`src/rtl/led_sequencer_pkg.sv`:
```
// ---------------------------------------------------------------------------
// led_defs
// Shared definitions for the LED sequencer slice.
//   - mode_t : 2-bit sequencing mode encodings (also the o_mode encoding)
//   - dir_t  : ping-pong travel direction
//   - seed_* : reload patterns for each mode, as functions of the LED count
// Seed functions return a MAX_LEDS-wide word. Callers size the result to
// their own LED count with a cast.
// ---------------------------------------------------------------------------
package led_defs;

    localparam int MAX_LEDS = 32;

    typedef enum logic [1:0] {
        MODE_ROT_L = 2'd0,
        MODE_ROT_R = 2'd1,
        MODE_FLASH = 2'd2,
        MODE_PONG  = 2'd3
    } mode_t;

    typedef enum logic {
        DIR_LEFT  = 1'b0,
        DIR_RIGHT = 1'b1
    } dir_t;

    // 0...01 : single lit LED at bit 0
    function automatic logic [MAX_LEDS-1:0] seed_rot_l(input int nb);
        logic [MAX_LEDS-1:0] s;
        s = '0;
        s[0] = (nb > 0);
        return s;
    endfunction

    // 10...0 : single lit LED at the top bit
    function automatic logic [MAX_LEDS-1:0] seed_rot_r(input int nb);
        logic [MAX_LEDS-1:0] s;
        s = '0;
        s[nb-1] = 1'b1;
        return s;
    endfunction

    // all ones across the nb low bits
    function automatic logic [MAX_LEDS-1:0] seed_flash(input int nb);
        logic [MAX_LEDS-1:0] s;
        s = '1;
        return s >> (MAX_LEDS - nb);
    endfunction

    // ping-pong starts at bit 0 moving left
    function automatic logic [MAX_LEDS-1:0] seed_pong(input int nb);
        return seed_rot_l(nb);
    endfunction

endpackage

```
`src/rtl/led_sequencer_edge_detect.sv`:
```
// ---------------------------------------------------------------------------
// edge_detect
// Per-bit rising-edge detector. The delay register resets to 0, so an input
// already high when reset releases produces one rise in the first cycle.
// Ports:
//   clock   in  1   system clock
//   i_reset in  1   synchronous active-high reset
//   i_sig   in  NB  level inputs
//   o_rise  out NB  combinational rise flags (i_sig & ~registered i_sig)
// ---------------------------------------------------------------------------
module edge_detect #(
    parameter int NB = 1
) (
    input  logic          clock,
    input  logic          i_reset,
    input  logic [NB-1:0] i_sig,
    output logic [NB-1:0] o_rise
);

    logic [NB-1:0] sig_d_reg;

    always_ff @(posedge clock) begin
        if (i_reset) begin
            sig_d_reg <= '0;
        end else begin
            sig_d_reg <= i_sig;
        end
    end

    genvar gi;
    generate
        for (gi = 0; gi < NB; gi++) begin : g_rise
            assign o_rise[gi] = i_sig[gi] & ~sig_d_reg[gi];
        end
    endgenerate

endmodule

```
`src/rtl/led_sequencer.sv`:
```
// ---------------------------------------------------------------------------
// led_sequencer
// Advances an LED pattern once per rising edge of the rate-counter tick and
// lets push buttons pick one of four sequencing modes.
// Ports:
//   clock   in  1        system clock
//   i_reset in  1        synchronous active-high reset
//   i_valid in  1        tick enable (pulse or level; only its rise counts)
//   i_btn   in  NB_BTN   debounced mode buttons [0]=ROT_L [1]=ROT_R
//                        [2]=FLASH [3]=PONG
//   o_led   out NB_LEDS  registered LED pattern
//   o_mode  out 2        current mode (led_defs::mode_t encoding)
//   o_step  out 1        high the cycle o_led shows a tick-advanced value
// NB_LEDS must be in 2..MAX_LEDS; NB_BTN is fixed at 4.
// ---------------------------------------------------------------------------
module led_sequencer
    import led_defs::*;
#(
    parameter int NB_LEDS = 4,
    parameter int NB_BTN  = 4
) (
    input  logic               clock,
    input  logic               i_reset,
    input  logic               i_valid,
    input  logic [NB_BTN-1:0]  i_btn,
    output logic [NB_LEDS-1:0] o_led,
    output logic [1:0]         o_mode,
    output logic               o_step
);

    localparam logic [NB_LEDS-1:0] SEED_ROT_L = NB_LEDS'(seed_rot_l(NB_LEDS));
    localparam logic [NB_LEDS-1:0] SEED_ROT_R = NB_LEDS'(seed_rot_r(NB_LEDS));
    localparam logic [NB_LEDS-1:0] SEED_FLASH = NB_LEDS'(seed_flash(NB_LEDS));
    localparam logic [NB_LEDS-1:0] SEED_PONG  = NB_LEDS'(seed_pong(NB_LEDS));

    // ---------------------------------------------------------------
    // Edge detection
    // ---------------------------------------------------------------
    logic [0:0]        valid_rise;
    logic [NB_BTN-1:0] btn_rise;
    logic              tick;

    edge_detect #(.NB(1)) u_valid_edge (
        .clock   (clock),
        .i_reset (i_reset),
        .i_sig   (i_valid),
        .o_rise  (valid_rise)
    );

    edge_detect #(.NB(NB_BTN)) u_btn_edge (
        .clock   (clock),
        .i_reset (i_reset),
        .i_sig   (i_btn),
        .o_rise  (btn_rise)
    );

    assign tick = valid_rise[0];

    // ---------------------------------------------------------------
    // Priority encoder: lowest button index wins
    // ---------------------------------------------------------------
    logic  req_valid;
    mode_t req_mode;

    always_comb begin
        req_valid = 1'b1;
        req_mode  = MODE_ROT_L;
        if (btn_rise[0]) begin
            req_mode = MODE_ROT_L;
        end else if (btn_rise[1]) begin
            req_mode = MODE_ROT_R;
        end else if (btn_rise[2]) begin
            req_mode = MODE_FLASH;
        end else if (btn_rise[3]) begin
            req_mode = MODE_PONG;
        end else begin
            req_valid = 1'b0;
        end
    end

    logic [NB_LEDS-1:0] req_seed;

    always_comb begin
        req_seed = SEED_ROT_L;
        case (req_mode)
            MODE_ROT_L: req_seed = SEED_ROT_L;
            MODE_ROT_R: req_seed = SEED_ROT_R;
            MODE_FLASH: req_seed = SEED_FLASH;
            MODE_PONG:  req_seed = SEED_PONG;
            default:    req_seed = SEED_ROT_L;
        endcase
    end

    // ---------------------------------------------------------------
    // State registers
    // ---------------------------------------------------------------
    mode_t              mode_reg, mode_next;
    dir_t               dir_reg,  dir_next;
    logic [NB_LEDS-1:0] led_reg,  led_next;
    logic               step_reg, step_next;

    always_ff @(posedge clock) begin
        if (i_reset) begin
            mode_reg <= MODE_ROT_L;
            dir_reg  <= DIR_LEFT;
            led_reg  <= SEED_ROT_L;
            step_reg <= 1'b0;
        end else begin
            mode_reg <= mode_next;
            dir_reg  <= dir_next;
            led_reg  <= led_next;
            step_reg <= step_next;
        end
    end

    // ---------------------------------------------------------------
    // Candidate next patterns for a tick in each mode
    // ---------------------------------------------------------------
    logic [NB_LEDS-1:0] rot_l_pat;
    logic [NB_LEDS-1:0] rot_r_pat;
    logic [NB_LEDS-1:0] flash_pat;
    logic [NB_LEDS-1:0] pong_l_pat;
    logic [NB_LEDS-1:0] pong_r_pat;

    assign rot_l_pat  = {led_reg[NB_LEDS-2:0], led_reg[NB_LEDS-1]};
    assign rot_r_pat  = {led_reg[0], led_reg[NB_LEDS-1:1]};
    assign flash_pat  = ~led_reg;
    // Ping-pong shifts without wrap; the direction flip keeps it one-hot.
    assign pong_l_pat = {led_reg[NB_LEDS-2:0], 1'b0};
    assign pong_r_pat = {1'b0, led_reg[NB_LEDS-1:1]};

    // ---------------------------------------------------------------
    // Next-state mux: a request beats a same-cycle tick
    // ---------------------------------------------------------------
    always_comb begin
        mode_next = mode_reg;
        dir_next  = dir_reg;
        led_next  = led_reg;
        step_next = 1'b0;

        if (req_valid) begin
            mode_next = req_mode;
            led_next  = req_seed;
            dir_next  = DIR_LEFT;
        end else if (tick) begin
            step_next = 1'b1;
            case (mode_reg)
                MODE_ROT_L: led_next = rot_l_pat;
                MODE_ROT_R: led_next = rot_r_pat;
                MODE_FLASH: led_next = flash_pat;
                MODE_PONG: begin
                    if (dir_reg == DIR_LEFT) begin
                        led_next = pong_l_pat;
                        // Landing on the top LED turns the bounce around.
                        if (pong_l_pat[NB_LEDS-1]) begin
                            dir_next = DIR_RIGHT;
                        end
                    end else begin
                        led_next = pong_r_pat;
                        if (pong_r_pat[0]) begin
                            dir_next = DIR_LEFT;
                        end
                    end
                end
                default: led_next = led_reg;
            endcase
        end
    end

    assign o_led  = led_reg;
    assign o_mode = mode_reg;
    assign o_step = step_reg;

endmodule

```
`config.mk`:
```
export PLATFORM = sky130hd
export DESIGN_NAME = led_sequencer
export DESIGN_NICKNAME = d
export VERILOG_FILES = /design/src/rtl/led_sequencer_pkg.sv /design/src/rtl/led_sequencer_edge_detect.sv /design/src/rtl/led_sequencer.sv
export SDC_FILE = /design/constraint.sdc
export NUM_CORES = 1
export LEC_CHECK = 0
export BUFFER_PORTS_ARGS = -buffer_cell sky130_fd_sc_hd__buf_2
export CORE_MARGIN = 3
export CORE_UTILIZATION = 50
export CTS_BUF_LIST = sky130_fd_sc_hd__clkbuf_4 sky130_fd_sc_hd__clkbuf_8
export DETAILED_ROUTE_END_ITERATION = 10
export PLACE_DENSITY = 0.73
export REMOVE_ABC_BUFFERS = 1
export SYNTH_ARGS = -nofsm -noshare
export SYNTH_HDL_FRONTEND = slang
export SYNTH_HIERARCHICAL = 1
export SYNTH_SLANG_ARGS = --single-unit
```
`constraint.sdc`:
```
create_clock -name clock -period 1.65 [get_ports clock]
set_input_delay 0.0825 -clock clock [delete_from_list [all_inputs] [get_ports clock]]
set_output_delay 0.0825 -clock clock [all_outputs]
set_load 0.1 [all_outputs]
```
* Yosys cells after proc, flatten, opt, wreduce, memory -nomap -nowiden
Index checks and enable logic that the tools add are counted.
** Cells by class
- Eq/ne operators :: 6
- Bitwise logic cells :: 11
- Reduce and logical (&&, ||, !) cells :: 6
- Multiplexer cells :: 17
** Operators with widths (number)
- 4-bit case mux with 4 select lines :: 1
- 4-bit two-way mux :: 3
- 4-bit case mux with 3 select lines :: 1
- 2-bit equality test, second input constant :: 4
- 1-bit two-way mux :: 8
- 2-bit two-way mux :: 4
- 1-bit bitwise AND :: 5
- 1-bit inverter :: 5
- 2-bit by 1-bit equality test with 1-bit output, second input constant :: 2
- 2-bit zero test :: 2
- 4-bit inverter :: 1
- 2-bit OR reduction :: 2
- 2-bit AND reduction :: 1
- 2-bit nonzero test :: 1
** Storage, ports and cells
- Flip-flop bits (word level) :: 13
- Logic and storage cells :: 46
- Output and inout bits :: 7
- Input bits :: 7

* Longest topological paths before layout
- Depth after elaboration :: 10
- Mapped depth :: 6
- Mapped depth without buffers :: 5

* Hierarchy
The synthesis kept the hierarchy.
** Modules (own cells, without submodules)
- led_sequencer :: area each 518.0 um2, times used 1, cells an instance 63, sequential area each 160.2 um2
- edge_detect at u_btn_edge :: area each 140.1 um2, times used 1, cells an instance 12, sequential area each 80.1 um2
- edge_detect at u_valid_edge :: area each 47.5 um2, times used 1, cells an instance 3, sequential area each 20.0 um2

* Worst setup path after synthesis
OpenSTA, ideal clock, no wires.
- Kind :: register -> register
- Start :: register mode_reg[1] (netlist: o_mode[1])
- End :: register led_reg[3] (netlist: o_led[3])
- Library setup time :: 126 ps
- Slack :: -235 ps
- Buffers on the path :: 1
- Required time :: 1524 ps
- Stages on the path, launching flop included :: 5
- Clock period less this slack :: 1885 ps
- Arrival :: 1758 ps
- Path through :: dfxtp_1 buf_6 o22ai_1 a2111oi_2 nor3_2
** Between the ends
- Longest elaborated chain between the ends :: 4
- Elaborated cells on any way between the ends :: 7
- Those cells by class :: 3 x eq/ne; 3 x mux; 1 x reduce/logical
** RTL lines
- start: declaration :: line led_sequencer.sv:97 : mode_t mode_reg, mode_next;
- start signal: assignment :: line led_sequencer.sv:109 : mode_reg <= mode_next;
- 2-bit equality test (tied with other cells) :: line led_sequencer.sv:147 : case (mode_reg)
- 4-bit case mux with 4 select lines * :: line led_sequencer.sv:147
- 4-bit two-way mux * :: line led_sequencer.sv:145 : end else if (tick) begin
- 4-bit two-way mux * :: line led_sequencer.sv:141 : if (req_valid) begin
- end signal: assignment :: line led_sequencer.sv:111 : led_reg <= led_next;
- end: declaration :: line led_sequencer.sv:99 : logic [NB_LEDS-1:0] led_reg, led_next;
Mark *: on every way between the ends. The rest lies on a longest branch, timed or not. The select of a mux whose other input is x is not followed.
A chain may end at the register's enable or synchronous reset.

* Worst setup path in the final report
- Start :: register mode_reg[1] (netlist: o_mode[1])
- End :: output port o_mode[1]
** RTL lines
- end: declaration :: line led_sequencer.sv:27 : output logic [1:0] o_mode,
No word-level cell between the ends.

==> results.cfg <==
[outcome]
status = finished clean

[floorplanning]
dieWidth_um = 43.57
rows = 12
coreArea_um2 = 1216
fp.dieH_um = 43.57
initial_utilization_pct = 58.02
die-area_um2 = 1898
num_io_pins = 14

[synthesis]
yosysWarnings = 6
async_flop_share_pct = 0
yosys-top-cells-count = dfxtp_1 (13), nor2_1 (11), nor3_1 (6), a21oi_1 (5)
synthCells = 78
synth_ff_type = dfxtp_1
synth_cell_types = 30
synth_area_per_cell_um2 = 9.047
synth.most_common_cell = dfxtp_1
netlist_area_um2 = 705.7
yosysSeqAreaShare_pct = 36.88
synth_edf_count = 0
synthTopCellsByArea = dfxtp_1 (37%), nor2_1 (5.9%), a211oi_2 (5.3%)
synth_top_area_share_pct = 36.88
yosysTopAreaCell = dfxtp_1
ys_ff_latch = 13

[drt]
wl_per_cell_um = 12.64
drc_errors = 0
via_per_inst = 5.613
drt_iter0_drc = 18
dr_total_vias = 595
route.final.wire_length_mm = 1.340
firstDrtPassIters = 4
ant_nets = 0

[grt]
grt_use_total_pct = 15.61
grt_max_degree = 15
first_global_vias = 499
antenna_found_initial = 0
grt_pass1_wl_mm = 2.235
globalRouteOverflowTotal = 0

[power]
p_total_mw = 0.7809
power_density_nw_per_um2 = 979.7
power.static_leakage_nw = 0.3268
ir_drop_v = 0.0005389

[setup_path]
required_ps = 1570
path_cells = buf_2
worstSetupPathType = reg -> out
path_max_fanout = 14
crit_slowest_cell = dfxtp_1
end_kind = output pin
rrSetupSlack_ps = 190
rr_worst_depth = 4
reg2reg_to = o_led[2]$_SDFFE_PP0P_
rr_startpoint = o_mode[1]$_SDFFE_PP0P_
arrival_ps = 1410
cpPeakStageDelay_ps = 610
critPathBufInv = 1
path_delay_family = flip-flops
crit_path_start_kind = register

[timing]
fin_ws_ps = 155.6
rsz0062_at_grt = false
tns_ps = 0
final_max_slew_viol_count = 0
hold_violations = 0
finalSetupViolations = 0
slew_headroom_pct = 67.83
fmax_mhz = 669.2
holdWs_ps = 34.87
fin_worst_skew_ps = 7.743
worst_pin_slew_ps = 485.9
fin_crit_ps = 1494
period_share_pct = 90.57

[placed_design]
port-buffer-count = 13
dp_slack_ps = 200.4
place_hpwl_um = 958.2
gp_congestion = 0.7847
dpl_cell_area_um2 = 767.0

[clock_network]
postCtsSetupBuffers = 0
cts_buffer_depth = 2
cts_buffers = 3
cts-root-buf = clkbuf_4
tritoncts = done
htree_num_levels = 1
clock-sinks = 13
clk_pin_slew_ps = 90
clock_latency_ps = 280
cts_hold_buf = 0
ctsResizeCount = 0

[final_layout]
syn_to_final_growth_pct = 12.94
layout-drive-gt1-share_pct = 34.78
antenna_cells = 0
final_area_um2 = 797.0
nets = 100

[min_path]
min-delay-path-class = in -> reg
hold_depth = 2
hold_path_end = u_valid_edge/sig_d_reg$_SDFF_PP0_
hp-start = i_valid

[job]
cap_viol_max_count = 0
-- cells by family after synthesis --
group	share of synthesized area, %
AOI/OAI and AO/OA	19.33
buffers and inverters	4.610
DFF	36.88
and+or+nand+nor	36.00
muxes	3.191
-- cells in the final DEF (no fill, tap or decap), types with 2 or more instances in the layout --
master,n
nor3_1,6
buf_2,13
a211oi_2,3
clkbuf_4,4
nor2b_2,4
nor2b_4,2
nor2b_1,4
dfxtp_1,13
a211oi_1,2
nand2_1,2
nor2_1,11
nand2b_1,3
mux2_1,2
a21oi_1,5
inv_1,3
-- layout make-up --
| type | count | area [µm²] |
|---|---|---|
| fill | 102 | 419.2 |
| multi-input combinational | 59 | 412.9 |
| sequential | 13 | 260.3 |
| timing repair buffer | 13 | 65.06 |
| clock buffer | 4 | 30.03 |
| tap | 14 | 17.52 |
| inverter | 3 | 11.26 |
-- stage by stage --
step           cells  utilization, %
6_report         106           65.54
5_1_grt          106           65.54
4_1_cts          106           65.54
3_5_place_dp     102           63.07
3_3_place_gp     102           63.07
2_1_floorplan     75               -
-- metal layers --
layer | GRT usage (%) | part of all wire (%) | vias up
li1 | - | - | 300
met1 | 22.31 | 49 | 268
met2 | 20.93 | 43 | 22
met3 | 2.490 | 5.2 | 5
met4 | 10.84 | 2.7 | 0
met5 | 0 | 0 | -
-- worst reg2reg max path, stage by stage (launching register included) --
cell	delay (ps)
dfxtp_1	610
nand2b_2	160
mux2_1	330
a21oi_1	170
a211oi_2	80
-- where the power goes --
part           internal, mW  switching [mW]  total, mW
Combinational        0.0603           0.143      0.203
Sequential            0.331          0.0264      0.358
Clock                 0.110           0.109      0.220
Total                 0.502           0.279      0.781
-- how the worst max path moves through the flow --
stage	cells after the start	start	to	slack, ps
after global placement	4	o_mode[1]$_SDFFE_PP0P_	o_led[2]$_SDFFE_PP0P_	260
after detailed placement	4	o_mode[1]$_SDFFE_PP0P_	o_led[2]$_SDFFE_PP0P_	200
after CTS	1	o_mode[1]$_SDFFE_PP0P_	o_mode[1]	150
after global routing	4	o_mode[1]$_SDFFE_PP0P_	o_led[2]$_SDFFE_PP0P_	80
after floorplan	4	o_mode[1]$_SDFFE_PP0P_	o_led[1]$_SDFFE_PP0P_	-380
final	1	o_mode[1]$_SDFFE_PP0P_	o_mode[1]	160
No activity file was read; power rests on OpenSTA's default activity.
